### config.mk
export PLATFORM = sky130hd
export DESIGN_NAME = apb_uart_fifo
export DESIGN_NICKNAME = d
export VERILOG_FILES = /design/src/rtl/apb_uart_fifo.sv
export SDC_FILE = /design/constraint.sdc
export NUM_CORES = 1
export LEC_CHECK = 0
export CORE_MARGIN = 1.5
export CORE_UTILIZATION = 58
export CTS_CLUSTER_DIAMETER = 100
export CTS_CLUSTER_SIZE = 12
export DETAILED_ROUTE_END_ITERATION = 6
export PLACE_DENSITY_LB_ADDON = 0.3
export RECOVER_POWER = 25
export SLEW_MARGIN = 0
export SYNTH_ARGS = -nofsm -noshare
export SYNTH_HDL_FRONTEND = slang
export SYNTH_SLANG_ARGS = --single-unit
### constraint.sdc
create_clock -name PCLK -period 6.1 [get_ports PCLK]
set_input_delay 0.915 -clock PCLK [delete_from_list [all_inputs] [get_ports PCLK]]
set_output_delay 0.915 -clock PCLK [all_outputs]
set_load 0.005 [all_outputs]
### src/rtl/apb_uart_fifo.sv
`default_nettype none
// +----------------------------------------------------------------------+
// | Module   : apb_uart_fifo                                             |
// | Brief    : APB3 UART with TX/RX FIFOs, baud divisor, sticky error    |
// |            flags, internal loopback and level interrupt.             |
// | Revision : 1.0 - initial release                                     |
// +----------------------------------------------------------------------+
module apb_uart_fifo #(
   parameter int FIFO_DEPTH  = 4,
   parameter int DIV_WIDTH   = 16,
   parameter int DEFAULT_DIV = 10
) (
   input  logic        PCLK,
   input  logic        PRESET,
   input  logic [3:0]  PADDR,
   input  logic [31:0] PWDATA,
   input  logic        PWRITE,
   input  logic        PENABLE,
   input  logic        PSEL,
   output logic [31:0] PRDATA,
   output logic        PREADY,
   output logic        tx,
   input  logic        rx,
   output logic        irq
);
   localparam int           c_AW       = (FIFO_DEPTH > 1) ? $clog2(FIFO_DEPTH) : 1;
   localparam logic [c_AW:0] c_CNT_FULL = (c_AW+1)'(FIFO_DEPTH);

   localparam logic [1:0] c_ST_IDLE  = 2'd0;
   localparam logic [1:0] c_ST_START = 2'd1;
   localparam logic [1:0] c_ST_DATA  = 2'd2;
   localparam logic [1:0] c_ST_STOP  = 2'd3;

   // bus decode
   logic       w_access, w_wr, w_rd;
   logic [1:0] w_addr;
   logic       w_unused;
   assign w_addr   = PADDR[3:2];
   assign w_access = PSEL & PENABLE & ~PREADY;
   assign w_wr     = w_access & PWRITE;
   assign w_rd     = w_access & ~PWRITE;
   assign w_unused = &{1'b0, PADDR[1:0], PWDATA};

   // control and status registers
   logic [DIV_WIDTH-1:0] r_div, r_tick_cnt, w_div_eff;
   logic r_tx_en, r_rx_en, r_loop, r_ie_rx, r_ie_tx, r_ovr, r_ferr;
   logic w_ctrl_wr, w_stat_wr, w_tick;
   assign w_ctrl_wr = w_wr & (w_addr == 2'd3);
   assign w_stat_wr = w_wr & (w_addr == 2'd0);

   // TX FIFO
   logic [7:0]      r_txf_mem [FIFO_DEPTH];
   logic [c_AW-1:0] r_txf_wp, r_txf_rp;
   logic [c_AW:0]   r_txf_cnt;
   logic            w_tx_empty, w_tx_full, w_tx_push, w_tx_pop;
   // RX FIFO
   logic [7:0]      r_rxf_mem [FIFO_DEPTH];
   logic [c_AW-1:0] r_rxf_wp, r_rxf_rp;
   logic [c_AW:0]   r_rxf_cnt;
   logic            w_rx_empty, w_rx_full, w_rx_push, w_rx_pop, w_rx_push_req, w_ferr_set;

   // TX / RX engines
   logic [1:0] r_tx_state, r_rx_state;
   logic [3:0] r_tx_tcnt, r_rx_tcnt;
   logic [2:0] r_tx_bit, r_rx_bit;
   logic [7:0] r_tx_shift, r_rx_shift;
   logic       r_tx;
   logic [1:0] r_rx_sync;
   logic       r_rx_prev, w_rx_line, w_rx_fall;

   assign w_tx_empty = (r_txf_cnt == '0);
   assign w_tx_full  = (r_txf_cnt == c_CNT_FULL);
   assign w_rx_empty = (r_rxf_cnt == '0);
   assign w_rx_full  = (r_rxf_cnt == c_CNT_FULL);
   assign w_tx_pop   = (r_tx_state == c_ST_IDLE) & r_tx_en & ~w_tx_empty;
   assign w_tx_push  = w_wr & (w_addr == 2'd1) & (~w_tx_full | w_tx_pop);
   assign w_rx_pop   = w_rd & (w_addr == 2'd2) & ~w_rx_empty;
   assign w_rx_push  = w_rx_push_req & (~w_rx_full | w_rx_pop);

   assign w_div_eff = (r_div == '0) ? DIV_WIDTH'(1) : r_div;
   assign w_tick    = (r_tick_cnt >= w_div_eff - DIV_WIDTH'(1));

   // oversample tick counter, restarted by every CTRL write
   always_ff @(posedge PCLK or posedge PRESET) begin
      if (PRESET)                 r_tick_cnt <= '0;
      else if (w_ctrl_wr | w_tick) r_tick_cnt <= '0;
      else                        r_tick_cnt <= r_tick_cnt + DIV_WIDTH'(1);
   end

   // single-wait-state handshake and registered read data
   always_ff @(posedge PCLK or posedge PRESET) begin
      if (PRESET) begin
         PREADY <= 1'b0;
         PRDATA <= '0;
      end else begin
         PREADY <= w_access;
         if (w_access) begin
            if (PWRITE)                 PRDATA <= '0;
            else if (w_addr == 2'd0)    PRDATA <= {25'b0, r_ferr, (r_tx_state != c_ST_IDLE), r_ovr,
                                                   w_rx_full, w_rx_empty, w_tx_full, w_tx_empty};
            else if (w_addr == 2'd2)    PRDATA <= w_rx_empty ? 32'h0 : {24'b0, r_rxf_mem[r_rxf_rp]};
            else if (w_addr == 2'd3)    PRDATA <= {11'b0, r_ie_tx, r_ie_rx, r_loop, r_rx_en, r_tx_en, 16'(r_div)};
            else                        PRDATA <= '0;
         end
      end
   end

   // CTRL register and sticky error flags (set wins over W1C)
   always_ff @(posedge PCLK or posedge PRESET) begin
      if (PRESET) begin
         r_div   <= DIV_WIDTH'(DEFAULT_DIV);
         r_tx_en <= 1'b1;
         r_rx_en <= 1'b1;
         r_loop  <= 1'b0;
         r_ie_rx <= 1'b0;
         r_ie_tx <= 1'b0;
         r_ovr   <= 1'b0;
         r_ferr  <= 1'b0;
      end else begin
         if (w_ctrl_wr) begin
            r_div   <= PWDATA[DIV_WIDTH-1:0];
            r_tx_en <= PWDATA[16];
            r_rx_en <= PWDATA[17];
            r_loop  <= PWDATA[18];
            r_ie_rx <= PWDATA[19];
            r_ie_tx <= PWDATA[20];
         end
         if (w_rx_push_req & ~w_rx_push) r_ovr <= 1'b1;
         else if (w_stat_wr & PWDATA[4])  r_ovr <= 1'b0;
         if (w_ferr_set)                  r_ferr <= 1'b1;
         else if (w_stat_wr & PWDATA[6])  r_ferr <= 1'b0;
      end
   end

   // FIFO storage; contents need no reset because pointers and counts do
   always_ff @(posedge PCLK) begin
      if (w_tx_push) r_txf_mem[r_txf_wp] <= PWDATA[7:0];
      if (w_rx_push) r_rxf_mem[r_rxf_wp] <= r_rx_shift;
   end

   // FIFO pointers and occupancy counts
   always_ff @(posedge PCLK or posedge PRESET) begin
      if (PRESET) begin
         r_txf_wp <= '0; r_txf_rp <= '0; r_txf_cnt <= '0;
         r_rxf_wp <= '0; r_rxf_rp <= '0; r_rxf_cnt <= '0;
      end else begin
         if (w_tx_push) r_txf_wp <= r_txf_wp + c_AW'(1);
         if (w_tx_pop)  r_txf_rp <= r_txf_rp + c_AW'(1);
         if (w_tx_push & ~w_tx_pop)      r_txf_cnt <= r_txf_cnt + (c_AW+1)'(1);
         else if (~w_tx_push & w_tx_pop) r_txf_cnt <= r_txf_cnt - (c_AW+1)'(1);
         if (w_rx_push) r_rxf_wp <= r_rxf_wp + c_AW'(1);
         if (w_rx_pop)  r_rxf_rp <= r_rxf_rp + c_AW'(1);
         if (w_rx_push & ~w_rx_pop)      r_rxf_cnt <= r_rxf_cnt + (c_AW+1)'(1);
         else if (~w_rx_push & w_rx_pop) r_rxf_cnt <= r_rxf_cnt - (c_AW+1)'(1);
      end
   end

   // transmitter: 16 ticks per bit, start, 8 data LSB first, stop
   always_ff @(posedge PCLK or posedge PRESET) begin
      if (PRESET) begin
         r_tx_state <= c_ST_IDLE;
         r_tx_tcnt  <= '0;
         r_tx_bit   <= '0;
         r_tx_shift <= '0;
         r_tx       <= 1'b1;
      end else begin
         r_tx <= (r_tx_state == c_ST_START) ? 1'b0 :
                 (r_tx_state == c_ST_DATA)  ? r_tx_shift[0] : 1'b1;
         case (r_tx_state)
            c_ST_IDLE: if (w_tx_pop) begin
               r_tx_state <= c_ST_START;
               r_tx_tcnt  <= '0;
               r_tx_shift <= r_txf_mem[r_txf_rp];
            end
            c_ST_START: if (w_tick) begin
               r_tx_tcnt <= r_tx_tcnt + 4'd1;
               if (r_tx_tcnt == 4'd15) begin
                  r_tx_state <= c_ST_DATA;
                  r_tx_bit   <= '0;
               end
            end
            c_ST_DATA: if (w_tick) begin
               r_tx_tcnt <= r_tx_tcnt + 4'd1;
               if (r_tx_tcnt == 4'd15) begin
                  r_tx_shift <= {1'b0, r_tx_shift[7:1]};
                  if (r_tx_bit == 3'd7) r_tx_state <= c_ST_STOP;
                  else                  r_tx_bit   <= r_tx_bit + 3'd1;
               end
            end
            c_ST_STOP: if (w_tick) begin
               r_tx_tcnt <= r_tx_tcnt + 4'd1;
               if (r_tx_tcnt == 4'd15) r_tx_state <= c_ST_IDLE;
            end
            default: r_tx_state <= c_ST_IDLE;
         endcase
      end
   end

   assign tx = r_tx;

   // receive line synchroniser; idles high while the receiver is disabled
   always_ff @(posedge PCLK or posedge PRESET) begin
      if (PRESET) begin
         r_rx_sync <= 2'b11;
         r_rx_prev <= 1'b1;
      end else begin
         r_rx_sync <= r_rx_en ? {r_rx_sync[0], (r_loop ? r_tx : rx)} : 2'b11;
         r_rx_prev <= r_rx_sync[1];
      end
   end

   assign w_rx_line     = r_rx_sync[1];
   assign w_rx_fall     = r_rx_prev & ~w_rx_line;
   assign w_rx_push_req = (r_rx_state == c_ST_STOP) & w_tick & (r_rx_tcnt == 4'd15) & w_rx_line;
   assign w_ferr_set    = (r_rx_state == c_ST_STOP) & w_tick & (r_rx_tcnt == 4'd15) & ~w_rx_line;

   // receiver: mid-start check rejects glitches, then centre sampling
   always_ff @(posedge PCLK or posedge PRESET) begin
      if (PRESET) begin
         r_rx_state <= c_ST_IDLE;
         r_rx_tcnt  <= '0;
         r_rx_bit   <= '0;
         r_rx_shift <= '0;
      end else if (!r_rx_en) begin
         r_rx_state <= c_ST_IDLE;
      end else begin
         case (r_rx_state)
            c_ST_IDLE: if (w_rx_fall) begin
               r_rx_state <= c_ST_START;
               r_rx_tcnt  <= '0;
            end
            c_ST_START: if (w_tick) begin
               r_rx_tcnt <= r_rx_tcnt + 4'd1;
               if (r_rx_tcnt == 4'd7) begin
                  r_rx_state <= w_rx_line ? c_ST_IDLE : c_ST_DATA;
                  r_rx_tcnt  <= '0;
                  r_rx_bit   <= '0;
               end
            end
            c_ST_DATA: if (w_tick) begin
               r_rx_tcnt <= r_rx_tcnt + 4'd1;
               if (r_rx_tcnt == 4'd15) begin
                  r_rx_shift <= {w_rx_line, r_rx_shift[7:1]};
                  if (r_rx_bit == 3'd7) r_rx_state <= c_ST_STOP;
                  else                  r_rx_bit   <= r_rx_bit + 3'd1;
               end
            end
            c_ST_STOP: if (w_tick) begin
               r_rx_tcnt <= r_rx_tcnt + 4'd1;
               if (r_rx_tcnt == 4'd15) r_rx_state <= c_ST_IDLE;
            end
            default: r_rx_state <= c_ST_IDLE;
         endcase
      end
   end

   assign irq = (r_ie_rx & ~w_rx_empty) | (r_ie_tx & w_tx_empty) | r_ovr | r_ferr;

endmodule
`default_nettype wire

# == After elaboration in Yosys (flattened, before gate mapping) ==
# Memories as Yosys holds them, arrays and structs flattened.
# Cells that the tools add are included.
# Widths: inputs -> output; s select.
# word_totals
n_memories,2
register_bits,124
ram_bits,64
out_inout_bits,35
# op_classes
n_addsub,14
n_mux,67
eq_ne,41
n_bitwise,44
order_cmp,1
n_reduce_logical,24
# mem_list
name,words,width,rd,rd_ports_with_merged_regs,write_ports,line,rtl
r_rxf_mem,4,8,1,0,1,57,logic [7:0] r_rxf_mem [FIFO_DEPTH];
r_txf_mem,4,8,1,0,1,52,logic [7:0] r_txf_mem [FIFO_DEPTH];
# ops
operator,count
$mux 21,4
$mux 3,14
$mux 2,19
$mux 16,2
$mux 8,4
$and 1x1->1,27
$mux 4,6
$ne 2x2->1 const B,12
$ne 3x3->1 const B,7
$add 16x1->16 const B,1
$ge 16x16->1,1
$logic_not 16->1,1
$pmux 2 s4,2
$pmux 8 s2,1
$reduce_and 8->1,2
$reduce_bool 2->1,8
$sub 16x1->16 const B,1
$add 3x1->3 const B,4
$eq 2x2->1 const B,6
$eq 3x3->1 const B,4
$pmux 3 s2,2
$pmux 4 s3,1
$reduce_and 4->1,3
$mux 1,11
other kinds (18),48

# == Longest topological paths before layout ==
# Gate-level depths: netlist of run 1.
# depth
ltp_word,12
depth_mapped,20
ltp_nobuf,20

# == Worst setup path after synthesis of run 1 ==
# OpenSTA, ideal clock, no wires.
# synth_path
path_type,flip-flop to flip-flop
start,register r_div[9]
end,register r_rxf_cnt[2]
n_path_buf,0
setup_slack_ns,1.735
path_stages_with_launch,21
arrival_ns,4.286
required_ns,6.021
period_less_slack_ns,4.365
setup_time_ns,0.079
path_cell_list,dfrtp_1 or4_1 nor3_2 a31oi_1 ha_1 nor3b_1 nand2_1 nor4_1 xnor2_1 ha_1 nand4_2 nor2_4 nand4b_4 and3_4 nor3b_4 ha_1 inv_1 fa_1 xor2_1 nor2_1 xor2_1
# synth_between
elab_chain_cells,11
elab_cells_between_ends,13
cone_classes,1 x add/sub; 1 x order compare; 2 x mux; 7 x bitwise; 2 x reduce/logical
# synth_rtl
element,line,rtl
"start, declared",45,"logic [DIV_WIDTH-1:0] r_div, r_tick_cnt, w_div_eff;"
"start signal, assigned",111,r_div <= DIV_WIDTH'(DEFAULT_DIV);
"start signal, assigned",121,r_div <= PWDATA[DIV_WIDTH-1:0];
$logic_not 16->1,80,assign w_div_eff = (r_div == '0) ? DIV_WIDTH'(1) : r_div;
$mux 16 (*),80,
$sub 16x1->16 (*),81,assign w_tick = (r_tick_cnt >= w_div_eff - DIV_WIDTH'(1));
$ge 16x16->1 (*),81,
$and 1x1->1 (*) (3 in series),214,assign w_rx_push_req = (r_rx_state == c_ST_STOP) & w_tick & (r_rx_tcnt == 4'd15) & w_rx_line;
$and 1x1->1 (*),78,assign w_rx_push = w_rx_push_req & (~w_rx_full | w_rx_pop);
via w_rx_push,60,"logic w_rx_empty, w_rx_full, w_rx_push, w_rx_pop, w_rx_push_req, w_ferr_set;"
$not 1->1,154,else if (~w_rx_push & w_rx_pop) r_rxf_cnt <= r_rxf_cnt - (c_AW+1)'(1);
$and 1x1->1,154,
$reduce_bool 2->1 (no source line),--,
"end signal, assigned",153,if (w_rx_push & ~w_rx_pop) r_rxf_cnt <= r_rxf_cnt + (c_AW+1)'(1);
"end signal, assigned",154,
"end, declared",59,logic [c_AW:0] r_rxf_cnt;
# Mark *: on every way through the listed nets, which the timed path passes. The rest lies on a longest branch.
# A chain may end at the register's enable or synchronous reset.

# == Worst setup path after layout of run 1 ==
# Same ends and word-level chain as after synthesis.

==> results of run 1 <==
[critical path: cells and delay by family, from the launching register on]
family          cells  cell delay [ns]
simple gates       11             2.63
compound gates      1             0.18
flops               1             0.45
xor+xnor            3             0.51
fa+ha+maj           4             1.21
buf+inv             1             0.07
[cells by family (layout without fill, tap and decap cells)]
logic type	after synthesis	after routing	synth area share, %
xor+xnor	38	38	3.92
fa+ha+maj	40	40	6.06
buf+inv	64	116	3.55
other cells	1	12	0.0441
simple gates	179	179	11.2
flops	177	177	56.0
compound gates	115	115	9.80
mux	53	53	9.42
[cell usage after synthesis, types with 4 or more instances]
master,instances
mux4_2,16
nor3_1,8
dfrtp_1,105
mux2_4,8
a21oi_1,16
clkbuf_1,14
o221ai_1,5
dfstp_2,8
ha_1,38
nor2_1,42
mux2i_1,5
a22oi_1,15
a31oi_1,4
nand2b_1,8
edfxtp_1,64
xnor2_1,26
a22o_1,18
o21ai_0,25
mux2_2,23
nand4_1,8
and2_1,11
buf_2,7
inv_1,28
xor2_1,12
or3_1,4
o31ai_1,4
and3_1,7
nand2_1,46
buf_4,12
nand3_1,16
o211ai_1,4
[area by class of cell]
class	count	share of cell area, %
flip-flops and latches	177	49.2
multi-input cells	436	36.0
repair buffers	55	5.62
clock buffers	18	4.44
well taps	184	2.38
clock inverters	14	1.19
inverters	29	1.14
diodes	1	0.0259
[flip-flops by register name (all words and copies together) (netlist names), 2 cells and up]
name,count
r_rx_bit,3
r_rxf_mem,32
r_tx_state,2
r_txf_cnt,3
r_tx_bit,3
r_txf_mem,32
r_div,16
r_rx_state,2
r_rx_tcnt,4
r_rx_sync,2
r_tick_cnt,16
r_tx_tcnt,4
r_txf_wp,2
r_rxf_cnt,3
r_txf_rp,2
PRDATA,21
r_tx_shift,8
r_rxf_wp,2
r_rxf_rp,2
r_rx_shift,8
[worst max-delay path by stage]
stage	from	endpoint
CTS	r_div[9]	r_rxf_cnt[2]
floorplan	r_div[9]	r_rxf_cnt[2]
detailed placement	r_div[9]	r_rxf_cnt[2]
finish	r_div[9]	r_rxf_cnt[2]
global route	r_div[10]	r_rxf_cnt[2]
global placement	r_div[9]	r_rxf_cnt[2]
[power groups by stage]
stage	Clock, mW	Combinational, mW	Sequential, mW
finish	1.02	0.792	1.61
global route	1.08	0.883	1.64
CTS	1.03	0.802	1.62
detailed placement	0	0.796	1.64
global placement	0	0.751	1.62
floorplan	0	0.661	1.52
[placed cells by master, fill, tap and decap left out, types with 12 or more instances in the layout]
cell type / instances
ha_1: 38
clkbuf_16: 17
edfxtp_1: 64
nand3_1: 16
mux2_2: 23
o21ai_0: 25
inv_1: 27
xor2_1: 12
clkdlybuf4s50_1: 42
mux4_2: 16
xnor2_1: 26
a22o_1: 18
a21oi_1: 16
dfrtp_1: 105
nor2_1: 41
a22oi_1: 15
nand2_1: 46
[through the flow]
step | setup WS (ns) | instances | hold slack [ns] | utilization, % | cell area (um^2)
finish | 0.948 | 914 | 0.468 | 67.0 | 9670
global route | 0.488 | 914 | 0.482 | 67.0 | 9670
detailed placement | 1.06 | 881 | 0.403 | 63.3 | 9120
CTS | 0.950 | 913 | 0.417 | 67.0 | 9670
floorplan | 1.73 | 677 | 0.379 | - | 8540
global placement | 1.29 | 881 | 0.408 | 63.3 | 9120
[layer usage]
metal / up-vias / GRT usage (%)
met1: 2714 / 32.0
met5: - / 0
met4: 0 / 9.30
met2: 102 / 40.5
met3: 26 / 5.45
li1: 2521 / -
==> flow_metrics.py, run 1 <==
metrics = {
    "run_status": {
        "status": "complete, but fails checks",
        "violations": "capacitance limit, slew limit",
    },
    "sta": {
        "period_minus_slack_ns": 5.15,
        "fin_crit_sh_pct": 84.5,
        "setup_viol": 0,
        "tightest_slew_ns": 2.42,
        "clock_skew_ns": 0.00605,
        "rsz0062_at_grt": "false",
        "slew_violations": 57,
        "max_freq_mhz": 194,
        "final_hold_viol_count": 0,
        "tns_ns": 0,
        "slew_headroom_pct": -62.1,
    },
    "clock_network": {
        "path_clk_slew_ns": 0.07,
        "numCtsBuffers": 17,
        "cts-resized-gates": 0,
        "post_cts_buffers": 0,
        "clockBufferDepth": 2,
        "clock_latency_ns": 0.43,
        "hold_buffers": 0,
        "htreeDepth": 4,
        "cts_tree": "built",
        "clkSinkCount": 177,
        "root_buffer": "clkbuf_16",
    },
    "setup_path": {
        "rrSetupSlack_ns": 0.95,
        "r2r-start": "r_div[9]",
        "crit_top_cell": "ha_1",
        "ff2ff_path_depth": 20,
        "cp-start-kind": "register",
        "path_class": "reg2reg",
        "slowest_delay_ns": 0.62,
        "path_cells": "or4_1 > nor3_2 > a31oi_1 > ha_1 > nor3b_1 > nand2_1 > nor3_1 > xnor2_1 > ha_1 > nand4_2 > nor2_4 > nand4b_4 > and3_4 > nor3b_4 > ha_1 > inv_1 > fa_1 > xor2_1 > nor2_1 > xor2_1",
        "crit_arrival_ns": 5.50,
        "worstReg2RegEnd": "r_rxf_cnt[2]",
        "crit_path_top_delay_cell": "or4_1",
        "cp_max_fo": 13,
        "cp-end-kind": "register",
        "required_ns": 6.44,
    },
    "logic_synthesis": {
        "synth_top_area_share_pct": 30.9,
        "syn_area_per_cell_um2": 12.7,
        "synthFlopType": "dfrtp_1",
        "yosys.area.top_type": "dfrtp_1",
        "yosys-top-cells-area": "dfrtp_1 31%, edfxtp_1 23%, ha_1 5.6%, mux4_2 4.2%, mux2_2 3.0%",
        "synth-seq-cells": 177,
        "synth-seq-area-share_pct": 56.0,
        "synth_edf_count": 64,
        "synth_warnings": 0,
        "synthDistinctLibCells": 69,
        "async_reset_ff_share_pct": 63.8,
        "syn_area_mm2": 0.00850,
        "post_synth_inst_count": 667,
    },
    "layout": {
        "syn_to_final_growth_pct": 13.7,
        "ff_latch_area_mm2": 0.00476,
        "multi_input_area_mm2": 0.00348,
        "drive_gt1_share_pct": 14.4,
        "nNetsFinal": 798,
        "fillerInstances": 1025,
    },
    "floorplanning": {
        "die_x_um": 124,
        "coreArea_mm2": 0.0144,
        "fp.dieArea_mm2": 0.0154,
        "num_io_pins": 77,
        "initial_core_util_pct": 58.9,
        "die_y_um": 124,
        "std_cell_rows": 44,
    },
    "power": {
        "ir_drop_uv": 240,
        "power_density_mw_per_mm2": 354,
        "power_mw": 3.42,
        "power_frac_seq_pct": 47.1,
        "p_leak_nw": 4.01,
        "swShare_pct": 31.2,
        "power.switching_mw": 1.07,
        "pwr-share-clk_pct": 29.8,
        "comb_power_share_pct": 23.1,
        "p_int_mw": 2.36,
    },
    "route": {
        "drt-total-wl_um": 17400,
        "met1_length_um": 7680,
        "wl_met2_um": 8640,
        "drtIter0Drc": 327,
        "ant_nets": 0,
        "vias": 5363,
        "top_layer_used": "met4",
        "met3_length_um": 656,
        "avgRoutedWirePerCell_um": 19.0,
        "first_pass_iters": 4,
        "post-route-drc-count": 0,
        "via_per_inst": 5.87,
    },
    "global_routing": {
        "grt_max_degree": 59,
        "track_usage_pct": 24.6,
        "grt_pass1_wl_um": 28300,
        "grt_pass1_vias": 5548,
        "antenna_found_initial": 1,
        "grt_overflow": 0,
    },
    "worst_hold_path": {
        "min_delay_worst_endpoint": "r_rx_prev",
        "hp-class": "reg2reg",
        "min_path_cells": 0,
        "min_from": "r_rx_sync[1]",
    },
    "flow_run": {
        "max_cap_viol_count": 1,
    },
    "placement": {
        "dp_hpwl_um": 12300,
        "finalWeightedCongestion": 0.875,
        "io_buffers": 52,
    },
}
No activity file was read; power rests on OpenSTA's default activity.
==> inputs of run 2 (changes only) <==
- clock period: 6.1 -> 5.2 ns (I/O delays scaled with it)
==> run 2 against run 1 <==
Net effect:
- the run still ends with capacitance limit, slew limit left
- clock skew grew 0.0015 ns
- largest cell class unchanged
- register-to-register slack lost 0.64 ns
- core utilization grew 0.54 points
- largest power group unchanged
- cell count grew 0.11%
- clock power grew 28%
==> flow_metrics.py, run 2 (same netlist as run 1, synthesis figures left out) <==
metrics = {
    "run_status": {
        "status": "complete, but fails checks",
        "violations": "capacitance limit, slew limit",
    },
    "route": {
        "avgRoutedWirePerCell_um": 18.8,
        "via_per_inst": 5.88,
        "drtIter0Drc": 360,
        "first_pass_iters": 5,
        "post-route-drc-count": 0,
        "drt-total-wl_um": 17200,
        "vias": 5379,
        "ant_nets": 0,
    },
    "sta": {
        "clock_skew_ns": 0.00757,
        "tightest_slew_ns": 3.16,
        "tns_ns": 0,
        "setup_viol": 0,
        "slew_violations": 107,
        "fin_crit_sh_pct": 94.1,
        "slew_headroom_pct": -111,
        "worst_slack_ns": 0.307,
        "max_freq_mhz": 204,
        "final_hold_viol_count": 0,
        "period_minus_slack_ns": 4.89,
        "rsz0062_at_grt": "false",
    },
    "global_routing": {
        "grt_pass1_vias": 5353,
        "grt_max_degree": 82,
        "grt_overflow": 0,
        "track_usage_pct": 24.1,
        "grt_pass1_wl_um": 27500,
        "antenna_found_initial": 0,
    },
    "flow_run": {
        "max_cap_viol_count": 2,
    },
    "floorplanning": {
        "coreArea_mm2": 0.0144,
        "num_io_pins": 77,
        "fp.dieArea_mm2": 0.0154,
        "std_cell_rows": 44,
        "die_y_um": 124,
        "die_x_um": 124,
        "initial_core_util_pct": 58.9,
    },
    "layout": {
        "syn_to_final_growth_pct": 14.7,
        "nNetsFinal": 800,
        "mostFrequentLayoutCells": "105 x dfrtp_1, 64 x edfxtp_1, 46 x nand2_1, 42 x clkdlybuf4s50_1, 41 x nor2_1",
        "drive_gt1_share_pct": 14.6,
        "num_antenna_cells": 0,
        "final_common_cell": "dfrtp_1",
        "top_regs": "r_rxf_mem: 32 flops, r_txf_mem: 32 flops, PRDATA: 21 flops",
    },
    "power": {
        "power.switching_mw": 1.25,
        "p_leak_nw": 4.07,
        "comb_power_share_pct": 22.5,
        "p_int_mw": 2.88,
        "ir_drop_uv": 314,
        "power_frac_seq_pct": 45.8,
        "swShare_pct": 30.4,
        "pwr-share-clk_pct": 31.7,
        "power_density_mw_per_mm2": 424,
    },
    "setup_path": {
        "r2r-start": "r_div[4]",
        "crit_arrival_ns": 5.26,
        "cp-start-kind": "register",
        "required_ns": 5.57,
        "worstReg2RegEnd": "r_rxf_cnt[2]",
        "cp_max_fo": 13,
        "crit_end": "r_rxf_cnt[2]",
        "cp-end-kind": "register",
        "startpoint": "r_div[4]",
        "path_class": "reg2reg",
        "rrSetupSlack_ns": 0.31,
        "ff2ff_path_depth": 20,
    },
    "placement": {
        "finalWeightedCongestion": 0.832,
        "io_buffers": 52,
        "dp_hpwl_um": 12000,
        "pre_cts_slack_ns": 0.288,
    },
    "worst_hold_path": {
        "hp-class": "reg2reg",
    },
    "clock_network": {
        "clockBufferDepth": 2,
        "numCtsBuffers": 17,
        "cts_tree": "built",
        "htreeDepth": 4,
        "clkSinkCount": 177,
        "path_clk_slew_ns": 0.07,
        "clock_latency_ns": 0.44,
        "hold_buffers": 0,
        "root_buffer": "clkbuf_16",
    },
}
run 2: changes by cell type in the layout (fill, tap and decap cells not counted), sizes merged:
| cell | delta |
|---|---|
| diode | -1 |
| clkbuf | +4 |
| clkinvlp | -4 |
| inv | +4 |
| clkinv | -5 |
| bufinv | +1 |
| buf | +2 |
run 2: metal layers:
| layer | share of wire, % | vias up | track usage [%] |
|---|---|---|---|
| met2 | 49 | 147 | 39.4 |
| met4 | 2.0 | 0 | 9.30 |
| met1 | 44 | 2683 | 32.2 |
| li1 | - | 2526 | - |
| met5 | 0 | - | 0 |
| met3 | 5.2 | 23 | 4.72 |
run 2: final cells by class:
cell class	instances	area, um^2
Inverter	29	109
Sequential cell	177	4760
Clock buffer	22	484
Multi-Input combinational cell	436	3480
Timing Repair Buffer	57	558
Clock inverter	10	121
Tap cell	184	230
Fill cell	1011	4680
run 2: through the flow:
stage | util, % | total power, mW | cells | hold WS, ns | cell area [um^2]
floorplan | - | 2.56 | 677 | 0.379 | 8540
global placement | 63.3 | 2.79 | 881 | 0.410 | 9120
detailed placement | 63.3 | 2.84 | 881 | 0.407 | 9120
CTS | 67.5 | 4.15 | 913 | 0.425 | 9730
global route | 67.6 | 4.34 | 915 | 0.493 | 9750
finish | 67.6 | 4.13 | 915 | 0.476 | 9750
run 2: timing repair:
item,in CTS,in global routing
endpoints found under the setup margin,0,2
setup buffers,0,2
resized for setup,0,1
run 2: power groups by stage:
stage               Combinational [mW]  Clock, mW  Sequential, mW
floorplan                        0.776          0            1.79
global placement                 0.884          0            1.90
detailed placement               0.926          0            1.92
CTS                              0.937       1.32            1.89
global route                      1.03       1.38            1.93
finish                           0.930       1.31            1.89
run 2: how the worst min path moves through the flow:
stage,startpoint,end,cells after the start
floorplan,r_rx_sync[1],r_rx_prev,0
global placement,r_rx_sync[1],r_rx_prev,0
detailed placement,r_rx_sync[1],r_rx_prev,0
CTS,r_rx_sync[1],r_rx_prev,0
global route,r_rx_sync[1],r_rx_prev,0
finish,r_rx_sync[1],r_rx_prev,0
run 2: critical path, cell delays in order, from the launching register on:
cell and delay (ns):
dfrtp_1 0.45, or4_1 0.60, nor3_1 0.26, a31oi_1 0.17
ha_1 0.24, nor3b_2 0.19, nand2_1 0.14, nor2_1 0.07
xnor2_1 0.14, ha_1 0.32, nand4_1 0.16, nor2_4 0.17
nand4b_4 0.19, and3_4 0.30, nor3b_4 0.33, ha_1 0.24
inv_1 0.06, fa_1 0.37, xor2_1 0.17, nor2_1 0.11
xor2_1 0.15
